$ cat config.mk
export PLATFORM = sky130hd
export DESIGN_NAME = timestamp_event_capture
export DESIGN_NICKNAME = d
export VERILOG_FILES = /design/src/rtl/timestamp_pkg.sv /design/src/rtl/sync_fifo.sv /design/src/rtl/timestamp_event_capture.sv
export SDC_FILE = /design/constraint.sdc
export NUM_CORES = 1
export LEC_CHECK = 0
export BUFFER_PORTS_ARGS = -buffer_cell sky130_fd_sc_hd__clkbuf_2
export CAP_MARGIN = 20
export CORE_MARGIN = 1
export CORE_UTILIZATION = 30
export DETAILED_ROUTE_END_ITERATION = 10
export SYNTH_ARGS = -nofsm -noshare
export SYNTH_HDL_FRONTEND = slang
export SYNTH_SLANG_ARGS = --single-unit
export TNS_END_PERCENT = 10
$ cat constraint.sdc
create_clock -name clk -period 9.7 [get_ports clk]
set_clock_uncertainty 0.2 [all_clocks]
set_input_delay 1.94 -clock clk [delete_from_list [all_inputs] [get_ports clk]]
set_output_delay 1.94 -clock clk [all_outputs]
set_load 0.01 [all_outputs]
$ cat src/rtl/timestamp_pkg.sv
// timestamp_pkg: event word layout and time field widths shared with the NMEA timestamp stage
package timestamp_pkg;
    localparam int EVT_W      = 64;
    localparam int SEQ_W      = 8;
    localparam int HR_W       = 5;
    localparam int MIN_W      = 6;
    localparam int SEC_W      = 6;
    localparam int SUBSEC_W   = 32;
    localparam int SEQ_LSB    = 56;
    localparam int HR_LSB     = 48;
    localparam int MIN_LSB    = 40;
    localparam int SEC_LSB    = 32;
    localparam int SUBSEC_LSB = 0;

    function automatic logic [EVT_W-1:0] pack_evt(
        input logic [SEQ_W-1:0]    seq,
        input logic [HR_W-1:0]     hr,
        input logic [MIN_W-1:0]    min,
        input logic [SEC_W-1:0]    sec,
        input logic [SUBSEC_W-1:0] subsec
    );
        logic [EVT_W-1:0] w;
        w = '0;
        w[SEQ_LSB +: SEQ_W]       = seq;
        w[HR_LSB +: HR_W]         = hr;
        w[MIN_LSB +: MIN_W]       = min;
        w[SEC_LSB +: SEC_W]       = sec;
        w[SUBSEC_LSB +: SUBSEC_W] = subsec;
        return w;
    endfunction
endpackage

$ cat src/rtl/sync_fifo.sv
// sync_fifo: first-word-fall-through FIFO with a registered head word
module sync_fifo #(
    parameter int WIDTH = 64,
    parameter int DEPTH = 16
) (
    input  logic                     clk,
    input  logic                     rst,
    input  logic                     push,
    input  logic [WIDTH-1:0]         din,
    input  logic                     pop,
    output logic [WIDTH-1:0]         dout,
    output logic                     full,
    output logic                     empty,
    output logic [$clog2(DEPTH):0]   count
);
    localparam int AW = $clog2(DEPTH);

    logic [WIDTH-1:0] mem [DEPTH];
    logic [AW-1:0]    rd_ptr, wr_ptr;
    logic             do_push, do_pop;

    assign empty   = count == '0;
    assign full    = count == (AW+1)'(DEPTH);
    assign do_pop  = pop & ~empty;
    assign do_push = push & (~full | do_pop);

    always_ff @(posedge clk)
        if (do_push) mem[wr_ptr] <= din;

    // dout always mirrors mem[rd_ptr]; a push into an empty (or emptying) queue loads it directly
    always_ff @(posedge clk) begin
        if (rst) begin
            rd_ptr <= '0;
            wr_ptr <= '0;
            count  <= '0;
            dout   <= '0;
        end else begin
            if (do_push) wr_ptr <= wr_ptr + 1'b1;
            if (do_pop) rd_ptr <= rd_ptr + 1'b1;
            count <= count + (AW+1)'(do_push) - (AW+1)'(do_pop);
            if (do_push && (empty || (do_pop && count == (AW+1)'(1))))
                dout <= din;
            else if (do_pop)
                dout <= mem[rd_ptr + 1'b1];
        end
    end
endmodule

$ cat src/rtl/timestamp_event_capture.sv
// timestamp_event_capture: timestamps synchronised trigger edges and queues them as 64-bit words
module timestamp_event_capture
    import timestamp_pkg::*;
#(
    parameter int FIFO_DEPTH = 16,
    parameter int SYNC_LEN   = 3,
    parameter int CNT_W      = 16
) (
    input  logic                        clk,
    input  logic                        rst,
    input  logic                        i_trig,
    input  logic [HR_W-1:0]             hr,
    input  logic [MIN_W-1:0]            min,
    input  logic [SEC_W-1:0]            sec,
    input  logic [SUBSEC_W-1:0]         subsec,
    input  logic                        bcd_valid,
    output logic [EVT_W-1:0]            m_tdata,
    output logic                        m_tvalid,
    input  logic                        m_tready,
    output logic [$clog2(FIFO_DEPTH):0] fifo_count,
    output logic [CNT_W-1:0]            overflow_cnt,
    output logic [CNT_W-1:0]            unsynced_cnt
);
    logic [SYNC_LEN-1:0] sync, settle;
    logic                dly, armed, evt, push, pop, full, empty;
    logic [SEQ_W-1:0]    seq;

    assign evt      = sync[SYNC_LEN-1] & ~dly & armed;
    assign push     = evt & bcd_valid;
    assign pop      = m_tvalid & m_tready;
    assign m_tvalid = ~empty;

    // settle tracks when the chain holds real post-reset samples; a trigger held
    // high through reset must be seen low before any edge can count
    always_ff @(posedge clk) begin
        if (rst) begin
            sync         <= '0;
            settle       <= '0;
            dly          <= 1'b0;
            armed        <= 1'b0;
            seq          <= '0;
            overflow_cnt <= '0;
            unsynced_cnt <= '0;
        end else begin
            sync   <= {sync[SYNC_LEN-2:0], i_trig};
            settle <= {settle[SYNC_LEN-2:0], 1'b1};
            dly    <= sync[SYNC_LEN-1];
            armed  <= armed | (settle[SYNC_LEN-1] & ~sync[SYNC_LEN-1]);
            if (evt) seq <= seq + 1'b1;
            if (evt && !bcd_valid && !(&unsynced_cnt))
                unsynced_cnt <= unsynced_cnt + CNT_W'(1);
            if (push && full && !pop && !(&overflow_cnt))
                overflow_cnt <= overflow_cnt + CNT_W'(1);
        end
    end

    sync_fifo #(
        .WIDTH(EVT_W),
        .DEPTH(FIFO_DEPTH)
    ) u_fifo (
        .clk  (clk),
        .rst  (rst),
        .push (push),
        .din  (pack_evt(seq, hr, min, sec, subsec)),
        .pop  (pop),
        .dout (m_tdata),
        .full (full),
        .empty(empty),
        .count(fifo_count)
    );
endmodule

* Word-level counts from Yosys, hierarchy flattened
Memories as Yosys holds them, arrays and structs flattened. Cells that the tools add are included.
Storage, ports and cells: register bits after elaboration 125, RAM bits 912, bits of input ports 54, output and inout bits 102, logic and storage cells 58, memories 1
Cells by class: add/sub/neg operators 7, equality and inequality tests 2, multiplexer cells 5, bitwise gates (word level) 13, reductions and logical operators 17
Memory list:
- u_fifo.mem | words 16, width 57, read ports 1, clocked after Yosys merged registers in 0, wr ports 1, line sync_fifo.sv:18 | logic [WIDTH-1:0] mem [DEPTH];
Operators with widths (number):
- 64-bit 2-to-1 mux | 2
- 16-bit by 1-bit adder with 16-bit output (second input constant) | 2
- 16-bit AND reduction | 2
- 4-bit by 1-bit adder with 4-bit output (second input constant) | 2
- 8-bit by 1-bit adder with 8-bit output (second input constant) | 1
- 1-bit bitwise AND | 7
- 1-bit logical AND | 7
- 5-bit by 1-bit adder with 5-bit output | 1
- 5-bit by 1-bit equality test with 1-bit output (second input constant) | 1
- 5-bit equality test (second input constant) | 1
- 5-bit logical NOT | 1
- 5-bit by 1-bit subtractor with 5-bit output | 1
- 1-bit logical NOT | 4
- 1-bit inverter | 4
- 1-bit 2-to-1 mux | 3
- 1-bit OR | 2
- 2-bit nonzero test | 1
- 2-bit OR reduction | 1
- 1-bit logical OR | 1

* Logic depth before layout (Yosys ltp)
word-level depth 8, depth in mapped cells 14, depth with buffers taken out 13

* Modules after synthesis
From an unflattened synthesis, not the netlist that was laid out.
Unflattened totals: cells, all modules 2260, area, all modules 44664.1 sq um
By module, submodules not included:
- sync_fifo | times used 1, cells each 2024, area an instance 42497.0 sq um, seq. area each 32291.0 sq um
- timestamp_event_capture | times used 1, cells each 236, area an instance 2167.1 sq um, seq. area each 960.9 sq um

* Worst setup path after synthesis
No wires, ideal clock.
path type input to register, from input port bcd_valid, to memory u_fifo.mem[3][0] (netlist bit) (enable), library setup time 0.542 ns, arrival 6.649 ns, required time 8.958 ns, setup slack 2.309 ns, stages on the path 4, buffers on the path 0, path through nand4b_1 > a21oi_1 > nand2_1 > nor3_1
On the way: longest elaborated chain between the ends 4
RTL lines:
- start, declared | line timestamp_event_capture.sv:16 | input logic bcd_valid,
- 1-bit bitwise AND | line timestamp_event_capture.sv:29 | assign push = evt & bcd_valid;
- 1-bit bitwise AND | line sync_fifo.sv:25 | assign do_push = push & (~full | do_pop);
- named net u_fifo.do_push | line sync_fifo.sv:20 | logic do_push, do_pop;
- 1-bit 2-to-1 mux | line sync_fifo.sv:28 | if (do_push) mem[wr_ptr] <= din;
- 1-bit 2-to-1 mux (implied by the code) | line sync_fifo.sv:28
- end, declared | line sync_fifo.sv:18
The timed path passes the listed nets, and every way through them passes these cells.

* Final worst setup path
from input port bcd_valid, to memory u_fifo.mem[11][30] (netlist bit) (enable)
Same word-level chain as after synthesis.

==> summary.txt <==
STA
  • Final setup vio count: 0
  • Tightest Pin Transition: 1120 ps
  • Post-route setup slack: 5000 ps
  • Final Hold Fails: 0
  • Slew HR: 0.251
  • Final period utilization: 0.484
  • Max Transition Viols Final: 0
  • Setup TNS Final: 0 ps
  • Final min period: 4700 ps
  • RSZ-0062 raised after global routing: no
  • WHS: 242 ps
  • Fmax: 0.213 GHz

Cells and area
  • Layout fillers: 12,560
  • Nets: 2,446
  • Layout cell share with drive strength beyond 1: 0.214
  • Finished Layout Cells: 4,239
  • Area Growth Syn to Fin: 16.3%

Setup path
  • Crit path cell chain: clkbuf_2 -> nand4b_1 -> a21oi_1 -> nand2_1 -> nor2_4 -> buf_4
  • CP Max Fanout: 41
  • Crit path largest cell delay: 730 ps
  • Worst setup SP type: input pin
  • Worst path slowest cell: buf_4
  • CP endpoint kind: flip-flop
  • Arrival @ worst endpoint: 4810 ps
  • Buf+Inv Stages, Crit Path: 2
  • FF-to-FF setup slack: 5170 ps
  • CP top delay family: simple AND/OR/NAND/NOR gates
  • Critical path class: in -> reg
  • Critical Path RT: 9810 ps

Synth
  • Synth top area cells: edfxtp_1 68%, mux2i_1 7.3%, mux4_2 7.3%
  • Post-synth EDFFs: 912
  • Ys flop type: edfxtp_1
  • Syn_area_per_cell: 18.2 µm²
  • Gate Count Post-Synth: 2,216
  • Yosys reg bits: 1,030
  • Register area share after synthesis: 0.737
  • Mapped Area: 40,300 µm²
  • Top-area cell type share of the netlist area: 0.679
  • Leading area contributor after synthesis: edfxtp_1
  • Syn. warnings: 0
  • Synth async-reset ratio: 0
  • Netlist cell types: 61

Routing
  • Routed WL per cell: 22.5 µm
  • TritonRoute pass-1 iters: 5
  • Initial DRC count: 1,576
  • Final wirelength: 95,300 µm
  • DRT antenna net count: 0
  • Remaining DRCs: 0
  • DR vias: 20,738
  • Vias per cell: 4.89

Floorplanning
  • Top Ports: 156
  • Die ar.: 136,000 µm²
  • Initial core utilization: 0.302
  • Die Span X: 369 µm
  • Core area: 133,000 µm²
  • Row count: 134
  • Die Height: 369 µm

Clock tree
  • Clock Tree Root: clkbuf_16
  • Cts hold-fix bufs: 0
  • TritonCTS buffer count: 107
  • Clk_lat worst skew: 700 ps
  • Post-CTS Setup Inserts: 0
  • Longest Clk Path Bufs: 3
  • CTS clk-pin slew, worst paths: 60 ps
  • H-tree depth: 3
  • Clock sink count: 1,030
  • Post-cts resize count: 0
  • TritonCTS clock tree: done

GRT
  • GRT Total Usage: 0.139
  • Antenna violations before repair: 4
  • Pin count of the biggest net entering global routing: 125
  • Remaining global-route overflow: 0
  • First-pass GRT wire length: 141,000 µm
  • Vias in the first global route: 20,979

Pwr
  • VDD IR max: 0.224 mV
  • PwrDens: 262 nW/µm²
  • LEAKAGE: 0.0155 µW

Placed design
  • Port-buffer cells: 148
  • Placed cell count: 4,034
  • RePlAce Congestion: 0.714
  • Dpl hpwl: 50,700 µm
  • Placement Setup Slack: 4290 ps

Flow run
  • Maxcap violations: 0

Run status
  • Status: finished clean

Hold path
  • Hold crit path type: reg -> reg
[metrics by stage]
step | utilization | total power, µW | cell area [µm²]
3_5_place_dp | 0.324 | 8200 | 43200
2_1_floorplan | - | 7280 | 40400
4_1_cts | 0.351 | 12500 | 46900
5_1_grt | 0.351 | 12800 | 46900
6_report | 0.351 | 12300 | 46900
3_3_place_gp | 0.324 | 8190 | 43200
[power breakdown]
group / switching [µW] / internal, µW
Clock: 1760 / 2480
Sequential: 144 / 4930
Combinational: 1640 / 1320
[path summary, 6_finish.rpt]
check,start,endpoint,depth (start not counted)
max,bcd_valid,u_fifo.mem[11][30],6
min,settle[1],settle[2],1
min reg2reg,settle[1],settle[2],1
max reg2reg,u_fifo.rd_ptr[0],u_fifo.dout[35],7
[cells by family after synthesis]
group                    share of synthesized area
multiplexers                                 0.148
adder cells (fa/ha/maj)                    0.00484
AND/OR/NAND/NOR                             0.0287
AO/OA/AOI/OAI                               0.0548
XOR/XNOR                                   0.00927
flip-flops                                   0.737
buffers and inverters                       0.0174
other                                    0.0000930
[per-layer routing]
| layer | global-route usage | share of wire |
|---|---|---|
| met4 | 0.0393 | 0.023 |
| met2 | 0.233 | 0.50 |
| met3 | 0.0251 | 0.050 |
| met1 | 0.182 | 0.43 |
| met5 | 0 | 0 |
[state kept, by name, summed over array words and instances, names as in the netlist]
register,count
u_fifo.mem,912
u_fifo.dout,57
sync,3
seq,8
dly,1
unsynced_cnt,16
armed,1
settle,3
u_fifo.wr_ptr,4
u_fifo.count,5
overflow_cnt,16
u_fifo.rd_ptr,4
[cells in the mapped netlist, types with 7 or more instances]
library cell  instances
o21ai_0              13
a32oi_1              24
nand3_1              12
buf_2                44
o21ai_1              10
inv_1                15
a21o_1               22
nand4_1               8
edfxtp_1            912
clkbuf_1             66
and3_1                9
nor2b_1              15
xor2_1               10
buf_4                17
mux2_2                7
nor2_1               96
a22oi_1             103
ha_1                 14
a21oi_1              46
xnor2_1              29
dfxtp_1             118
nor3_1                7
mux4_2              130
a221o_1              28
buf_1                13
a221oi_1             24
o31ai_1              10
mux2i_1             293
nand2_1              70
[final cells by class]
class	instances	area [µm²]	share of cell area
Tap cell	1768	2210	0.0472
Inverter	15	56.3	0.00120
Sequential cell	1030	29800	0.634
Clock buffer	139	2910	0.0620
Multi-Input combinational cell	1037	10100	0.216
Clock inverter	63	756	0.0161
Antenna cell	1	2.50	0.0000533
Timing Repair Buffer	186	1080	0.0231
[cells in the final DEF, fill, tap and decap left out, drive strengths merged, types with 3 or more instances in the layout]
master      n
mux2        8
nand2      70
inv        23
a221o      28
o21ai      23
xnor2      30
dfxtp     118
buf        38
bufinv     13
a22oi     103
a211oi      5
and3        9
o31ai      10
conb        7
nor3        8
edfxtp    912
clkbuf    287
nand3      13
nor2b      15
nand4       8
mux4      130
nor4        6
ha         14
mux2i     293
a32oi      24
a221oi     24
a31oi       4
a21o       23
xor2       11
nor2       96
a2111oi     3
and4        3
a21oi      46
clkinvlp    6
or4         3
clkinv     36
(Power assumes the default switching activity.)
